$ cat config.mk
export PLATFORM = sky130hd
export DESIGN_NAME = shift_sequencer
export DESIGN_NICKNAME = d
export VERILOG_FILES = /design/src/rtl/shift_sequencer.sv
export SDC_FILE = /design/constraint.sdc
export NUM_CORES = 1
export LEC_CHECK = 0
export CAP_MARGIN = 10
export CORE_ASPECT_RATIO = 0.8
export CORE_MARGIN = 3
export CORE_UTILIZATION = 52
export CTS_BUF_LIST = sky130_fd_sc_hd__clkbuf_8 sky130_fd_sc_hd__clkbuf_16
export CTS_CLUSTER_SIZE = 30
export DETAILED_ROUTE_END_ITERATION = 7
export PLACE_DENSITY_LB_ADDON = 0.3
export SKIP_LAST_GASP = 1
export SYNTH_ARGS = -nofsm -noshare
export SYNTH_HDL_FRONTEND = slang
export SYNTH_SLANG_ARGS = --single-unit
$ cat constraint.sdc
create_clock -name clk -period 4 [get_ports clk]
set_input_delay 0.4 -clock clk [delete_from_list [all_inputs] [get_ports clk]]
set_output_delay 0.4 -clock clk [all_outputs]
set_load 0.02 [all_outputs]
$ cat src/rtl/shift_sequencer.sv
// Parallel-to-serial shift sequencer: shifts a word out MSB first at one bit per DIV
// clocks while capturing the returned serial stream, then presents the captured word.
module shift_sequencer #(
  parameter int WIDTH = 8,
  parameter int DIV   = 4
) (
  input  logic             clk,
  input  logic             reset,
  input  logic [WIDTH-1:0] tx_data,
  input  logic             tx_valid,
  output logic             tx_ready,
  output logic             ser_out,
  input  logic             ser_in,
  output logic             ser_en,
  output logic [WIDTH-1:0] rx_data,
  output logic             rx_valid,
  output logic             busy
);

  localparam int BW = (WIDTH > 1) ? $clog2(WIDTH) : 1;
  localparam int DW = (DIV > 1) ? $clog2(DIV) : 1;
  localparam logic [BW-1:0] BIT_LAST = BW'(WIDTH - 1);
  localparam logic [DW-1:0] DIV_LAST = DW'(DIV - 1);

  typedef enum logic [1:0] {
    IDLE  = 2'd0,
    SHIFT = 2'd1,
    DONE  = 2'd2
  } state_t;

  state_t           state;
  state_t           state_nxt;
  logic [WIDTH-1:0] shreg;
  logic [BW-1:0]    bit_cnt;
  logic [DW-1:0]    div_cnt;
  logic             accept;
  logic             bit_end;

  assign accept  = (state == IDLE) && tx_valid && tx_ready;
  assign bit_end = (state == SHIFT) && (div_cnt == DIV_LAST);

  always_ff @(posedge clk or negedge reset) begin
    if (!reset) begin
      state <= IDLE;
    end else begin
      state <= state_nxt;
    end
  end

  always_comb begin
    state_nxt = state;
    case (state)
      IDLE:    if (accept) state_nxt = SHIFT;
      SHIFT:   if (bit_end && (bit_cnt == BIT_LAST)) state_nxt = DONE;
      DONE:    state_nxt = IDLE;
      default: state_nxt = IDLE;
    endcase
  end

  // tx_ready is registered so it stays low until the first edge after reset release.
  always_ff @(posedge clk or negedge reset) begin
    if (!reset) begin
      shreg    <= '0;
      bit_cnt  <= '0;
      div_cnt  <= '0;
      rx_data  <= '0;
      rx_valid <= 1'b0;
      tx_ready <= 1'b0;
    end else begin
      tx_ready <= (state_nxt == IDLE);
      rx_valid <= (state == DONE);
      if (accept) begin
        shreg   <= tx_data;
        bit_cnt <= '0;
        div_cnt <= '0;
      end else if (state == SHIFT) begin
        if (bit_end) begin
          shreg   <= {shreg[WIDTH-2:0], ser_in};
          bit_cnt <= (bit_cnt == BIT_LAST) ? '0 : bit_cnt + 1'b1;
          div_cnt <= '0;
        end else begin
          div_cnt <= div_cnt + 1'b1;
        end
      end
      if (state == DONE) begin
        rx_data <= shreg;
      end
    end
  end

  assign ser_en  = (state == SHIFT);
  assign busy    = (state != IDLE);
  assign ser_out = (state == SHIFT) & shreg[WIDTH-1];

endmodule

======== Word level (Yosys, flattened, before mapping) ========
Index checks and enable logic that the tools add are counted.
word-level totals
  memories ................................ 0
  register bits after elaboration ......... 25
  output and inout port bits .............. 13
  bits in latches ......................... 0
  RAM bits ................................ 0
  bits of input ports ..................... 12
  logic and storage cells ................. 37
  memory bits (read-only) ................. 0
operators by class
  equal/unequal tests ..................... 4
  muxes and demuxes ....................... 13
  multiply operators ...................... 0
  divide/modulo/power cells ............... 0
  bitwise gates (word level) .............. 1
  shift operators ......................... 0
  add/subtract/negate cells ............... 2
  reduce and logical (&&, ||, !) cells .... 10
  magnitude comparators ................... 0
operator list
  operator                                       number
  2-to-1 mux 8 bit                               3
  2-to-1 mux 3 bit                               4
  2-to-1 mux 2 bit                               5
  nonzero test 2 bit                             3
  == test 2 bit, second input constant           2
  logical AND 1 bit                              4
  logical NOT 2 bit                              2
  one-hot mux 2 bit (2 select lines)             1
  adder 3 x 1 -> 3 bit, second input constant    1
  == test 3 bit, second input constant           1
  adder 2 x 1 -> 2 bit, second input constant    1
  == test 2 x 1 -> 1 bit, second input constant  1
  AND reduction 2 bit                            1
  bitwise AND 1 bit                              1

======== Depth between registers and ports, before layout ========
  depth in word-level cells ............... 6
  gate-level depth with buffers ........... 6
  mapped depth without buffers ............ 5

======== Worst setup path after synthesis ========
OpenSTA, ideal clock, no wires.
  path type ............................... register to output
  start ................................... reg state[1]
  end ..................................... out ser_out
  data required time ...................... 3,600 ps
  stages on the path, launching flop included .. 4
  setup slack ............................. 2,568 ps
  path buffers ............................ 1
  arrival time ............................ 1,032 ps
  cell sequence ........................... dfrtp_1 -> and2b_2 -> buf_2 -> and2_1
between the ends
  word-level cells in the longest chain between the ends .. 2
RTL lines
  item                    line  source
  start, declared         31    state_t state;
  start signal, assigned  46    state <= state_nxt;
  == test 2 x 1 -> 1 bit  n/a
  named net ser_en        14    output logic ser_en,
  bitwise AND 1 bit       93    assign ser_out = (state == SHIFT) & shreg[WIDTH-1];
  end, declared           12    output logic ser_out,
The timed path passes the listed nets, and every way through them passes these cells.

======== Final worst setup path ========
  start ................................... reg state[1]
  end ..................................... out ser_out
between the ends
  word-level cells in the longest chain between the ends .. 2
RTL lines
  item                    line
  == test 2 x 1 -> 1 bit  93
  bitwise AND 1 bit       93
No other way between the ends.

==> flow_summary_export.csv <==
group,metric,value,unit
hold_path,holdPathStages,1,
critical_path,r2r_end,"bit_cnt[1]",
critical_path,crit_path_end_kind,"output pin",
logic_synthesis,synth_compound_area_frac,0.148,
critical_path,r2r.worst_path.cells,4,
sta,maxSlewViolCount,0,
global_routing,track_usage,0.165,
sta,setup_viol,0,
sta,min_period,2.14,ns
critical_path,cp-start-kind,"register",
drt,viasPerCell,5.49,
finish,final_cells,126,
logic_synthesis,netlist_area,0.00108,mm^2
drt,vias,692,
logic_synthesis,yosysTopAreaCell,"dfrtp_1",
logic_synthesis,synthAdderAreaFrac,0.0348,
critical_path,cp.arrival,1.74,ns
logic_synthesis,synth_top_area_share,0.579,
critical_path,required,3.60,ns
logic_synthesis,syn-num-nets,94,
global_routing,grt_pass1_vias,688,
drt,wl_per_cell,15.4,um
pwr,pwr_density_cell,620,mW/mm^2
sta,fmax,468,MHz
logic_synthesis,synth_common_cells,"dfrtp_1, a21o_1, mux2_2, a22o_1, nor2_1",
logic_synthesis,synth-xor-area-share,0,
clocking,root_buffer,"clkbuf_8",
placed_design,dp_cells,122,
floorplan,die_y,46.8,um
drt,drc,0,
global_routing,grt-ovfl-total,0,
hold_path,worstHoldStart,"rx_data[7]",
floorplan,core_area,0.00193,mm^2
sta,finalHoldViolCount,0,
placed_design,dp_hpwl,1.36,mm
logic_synthesis,synth_area_leaders,"dfrtp_1, mux2_2, a21o_1",
logic_synthesis,yosys.cell_count.top_type,"dfrtp_1",
global_routing,antenna_found_initial,0,
clocking,hold_buffers,0,
floorplan,die-area,0.00266,mm^2
floorplan,initial_utilization,0.560,
finish,n_fill_cell,156,
critical_path,critPathKind,"reg -> out",
sta,fin_crit_sh,0.534,
run_status,status,"finished clean",
logic_synthesis,synth_mux_area_frac,0.111,
floorplan,io_pins,25,
sta,skew,0.00158,ns
logic_synthesis,synthFlopType,"dfrtp_1",
sta,rsz0062_at_grt,"false",
logic_synthesis,async_flop_share,1.00,
flow_run,drv_cap,0,
global_routing,grt_max_degree,26,
logic_synthesis,synth-edff-count,0,
pwr,p_total,0.838,mW
pwr,irDropWorstVdd,0.487,mV
floorplan,rows,14,
clocking,numCtsBuffers,3,
drt,first_iter_violations,2,
global_routing,grt_pass1_wl,3.20,mm
clocking,cts_setup_buffers,0,
drt,ant_nets,0,
drt,wl,1.94,mm
logic_synthesis,ys_ff_latch,25,
finish,antenna_cells,0,
sta,worstMarginPinSlew,1.06,ns
finish,synthToLayoutAreaGrowth,25.1,%
logic_synthesis,post_synth.cell_area_avg,13.7,um^2
logic_synthesis,synthCells,79,
critical_path,cp_max_fo,6,
finish,drive_above_1_share,0.176,
clocking,cts_max_path_buffers,2,
clocking,cts_sinks,25,
clocking,clock_latency,0.27,ns
logic_synthesis,yosys.area_share.simple,0.0788,
logic_synthesis,ys_seq_area_frac,0.579,
clocking,cts.repair.resized,0,
drt,drt_first_pass_iters,4,
clocking,htree_levels,1,
pwr,leakage,0.709,nW
critical_path,r2r_start,"div_cnt[0]",
logic_synthesis,synth_top_family_by_area,"compound AO/OA/AOI/OAI gates",
finish,nets,118,
critical_path,rrSetupSlack,2.37,ns
placed_design,portBuffers,24,
sta,fin_tns_setup,0,ns
hold_path,hold_path_class,"reg -> reg",
placed_design,gp_congestion,0.676,
sta,slew_headroom,0.289,
logic_synthesis,ys_types,20,
hold_path,min_to,"rx_data[7]",
floorplan,die_w,56.9,um
clocking,cts_tree,"done",
clocking,clkSlewWorstSetupHoldPaths,0.08,ns
logic_synthesis,synth_warnings,0,
## state kept, by name (all words and copies together) (netlist names)
name,flops
rx_data,8
bit_cnt,3
div_cnt,2
shreg,8
state,2
rx_valid,1
tx_ready,1
## metrics by stage
stage,hold WS (ns),worst slack [ns],util,cell area [um^2]
2_1_floorplan,0.104,2.57,-,1080
3_3_place_gp,0.474,2.21,0.678,1310
3_5_place_dp,0.492,2.15,0.678,1310
4_1_cts,0.510,1.85,0.701,1350
5_1_grt,0.514,1.79,0.701,1350
6_report,0.506,1.86,0.701,1350
## cell families after synthesis
kind of cell | after synthesis
compound gates | 19
mux | 11
fa+ha+maj | 3
flops | 25
buf+inv | 7
simple gates | 14
## layer usage
layer,track usage,wire [um]
met3,0.0687,139
met1,0.193,866
met4,0.0602,23
met5,0,0
met2,0.282,907
## power by group
group | switching [mW] | internal (mW)
sequential | 0.0528 | 0.328
combinational | 0.151 | 0.164
clock | 0.0740 | 0.0687
## worst max path at each step
| stage | from | endpoint | slack, ns | cells after the start |
|---|---|---|---|---|
| 6_report | state[1] | ser_out | 1.86 | 3 |
| 5_1_grt | state[1] | ser_out | 1.79 | 3 |
| 4_1_cts | state[1] | ser_out | 1.85 | 3 |
| 3_5_place_dp | state[1] | ser_out | 2.15 | 3 |
| 3_3_place_gp | state[1] | ser_out | 2.21 | 3 |
| 2_1_floorplan | state[1] | ser_out | 2.57 | 3 |
## worst max-delay path, stage by stage, from the launching register on
cell,delay (ns)
dfrtp_1,0.42
and2b_2,0.30
and2_1,0.14
clkdlybuf4s50_1,0.61
## placed cells by master, fill, tap and decap left out, types with 3 or more instances in the layout
cell,Yosys,layout
a21o_1,9,9
a22o_1,6,6
a22o_2,4,4
clkbuf_8,0,3
clkdlybuf4s50_1,0,24
dfrtp_1,25,25
ha_1,3,3
inv_1,2,3
mux2_2,7,7
mux2i_1,3,3
nor2_1,6,6
## final cells by class
class	instances	area, um^2	area share
multi-input cells	47	403	0.298
flip-flops and latches	25	626	0.463
clock buffers	3	41.3	0.0306
inverters	2	7.51	0.00556
repair buffers	24	240	0.178
well taps	24	30.0	0.0222
clock inverters	1	3.75	0.00278
(Power assumes the default switching activity.)
==> patch: new RTL, same flow settings <==
Encoding of `state_t`: now one-hot (3 bits for 3 states).
--- a/src/rtl/shift_sequencer.sv
+++ b/src/rtl/shift_sequencer.sv
@@ -24,6 +24,6 @@
 
-  typedef enum logic [1:0] {
-    IDLE  = 2'd0,
-    SHIFT = 2'd1,
-    DONE  = 2'd2
+  typedef enum logic [2:0] {
+    IDLE  = 3'b001,
+    SHIFT = 3'b010,
+    DONE  = 3'b100
   } state_t;
Behaviour: same outputs for any inputs over 10 cycles, from zero or initial values and one cycle with reset low; not proved beyond that.
==> patch against the unedited design <==
  * Area after synthesis rose by 3.0%
  * Sequential cell count rose by 1
  * Maximum frequency fell by 12%
  * Routed wire length rose by 8.4%
  * Highest routed layer unchanged
  * Final area rose by 5.1%
  * Hold slack improved by 6.8 ps
  * Largest power group unchanged
  * Clock power rose by 15%
  * Total power fell by 6.3%
  * Worst setup slack got worse by 290 ps
==> patch: results (changes against the unedited design) <==
clock_tree:
  clk-insertion-delay-late_ps: 270  # about the same
  root_buffer: "clkbuf_8"
global_route:
  grt_max_degree: 27  # +3.8%
  grt_usage_pct: 17.11  # +0.57 points
  grt_pass1_vias: 704  # +2.3%
route:
  avgRoutedWirePerCell_um: 15.78  # +2.7%
  drt-initial-drc-count: 19  # +17
  vias: 744  # +7.5%
setup_path:
  critPathMaxFanout: 13  # +7
  max_stage_delay_ps: 560  # -50 ps
  crit_arrival_ps: 2030  # +290 ps
run_status:
  status: "complete, no violations"
sta:
  finClkSkew_ps: 1.177  # -0.4035 ps
  worst_slew_pin_slew_ps: 1125  # +61.43 ps
final_layout:
  nets: 125  # +5.9%
  drive_above_1_share_pct: 16.51  # -1.1 points
  fill_cells: 141  # -9.6%
  top_regs: "rx_data: 8 flops, shreg: 8 flops"
logic_synthesis:
  synth-adder-area-share_pct: 3.375  # -0.10 points
  synth_common_cells: "25 x dfrtp_1, 8 x and3_1, 8 x mux2_2"
  yosys-top-cells-area: "dfrtp_1 56%, mux2_2 8.1%, a221o_1 6.3%"
  synth_compound_area_share_pct: 10.12  # -4.7 points
  synth.area.mux_share_pct: 10.80  # -0.33 points
  ys_seq_area_share_pct: 58.61  # +0.67 points
  synth_fp_nets: 99  # +5.3%
placed_design:
  place_hpwl_um: 1589  # +17%
  gp_congestion: 0.7186  # +6.4%
  post-place-ws_ps: 1876  # -277.9 ps
pwr:
  leakage_nw: 0.6657  # -6.1%
  vdd_drop_max_uv: 427.7  # -12%
  p_int_mw: 0.5332  # -4.8%
[patch: cell types whose count changed after synthesis, moves of 2 or more]
| cell | delta |
|---|---|
| nor3b_2 | +2 |
| o21ai_0 | +3 |
| buf_6 | -2 |
| a22o_1 | -5 |
| a21o_1 | -9 |
| a221o_1 | +7 |
| a22o_2 | -4 |
| a21oi_1 | +2 |
| and3_1 | +8 |
[patch: per-stage QoR]
stage                     std cells  util [%]  instance area (µm²)  power (mW)
after floorplan                  84         -                 1112      0.5361
after global routing            133     73.04                 1420      0.8328
after global placement          129     70.21                 1365      0.6093
after detailed placement        129     70.21                 1365      0.6271
after CTS                       133     73.04                 1420      0.7923
final                           133     73.04                 1420      0.7850
[patch: area by class of cell]
type | count | area (µm²) | area share [%]
tap | 24 | 30.03 | 2.115
multi-input combinational | 53 | 431.7 | 30.40
clock buffer | 4 | 55.05 | 3.877
inverter | 1 | 3.754 | 0.2643
sequential | 26 | 651.9 | 45.90
timing repair buffer | 25 | 247.7 | 17.44
[patch: cells by family (layout without fill, tap and decap cells)]
| logic type | after synthesis | after routing |
|---|---|---|
| adders and majority gates | 3 | 3 |
| and+or+nand+nor | 25 | 25 |
| DFF | 26 | 26 |
| buffers and inverters | 5 | 30 |
| muxes | 11 | 11 |
| AOI/OAI and AO/OA | 14 | 14 |
[patch: final timing paths]
| path | to | from | slack [ps] | cells past startpoint |
|---|---|---|---|---|
| max in group asynchronous | rx_data[3] | reset | 2600 | 1 |
| worst min-delay path | rx_data[2] | rx_data[2] | 510 | 1 |
| worst max register to register | rx_data[5] | state[2] | 2140 | 3 |
| worst max-delay path | busy | state[0] | 1570 | 3 |
| worst min register to register | rx_data[2] | rx_data[2] | 510 | 1 |
| min in group asynchronous | div_cnt[0] | reset | 730 | 1 |
[patch: power by group through the flow]
stage | logic (mW) | registers (mW) | clock network, mW
after floorplan | 0.161 | 0.375 | 0
after global placement | 0.229 | 0.380 | 0
after detailed placement | 0.240 | 0.387 | 0
after CTS | 0.240 | 0.382 | 0.170
after global routing | 0.263 | 0.391 | 0.179
final | 0.237 | 0.383 | 0.165
[patch: metal layers]
metal  global-route usage [%]  share of wire (%)  vias up  wire, µm
met5                        0                  0        -         0
met4                    6.944                1.3        0        27
met3                    5.769                5.6        4       118
met2                    27.93                 48       22      1013
met1                    21.43                 45      357       940
li1                         -                  -      361         -
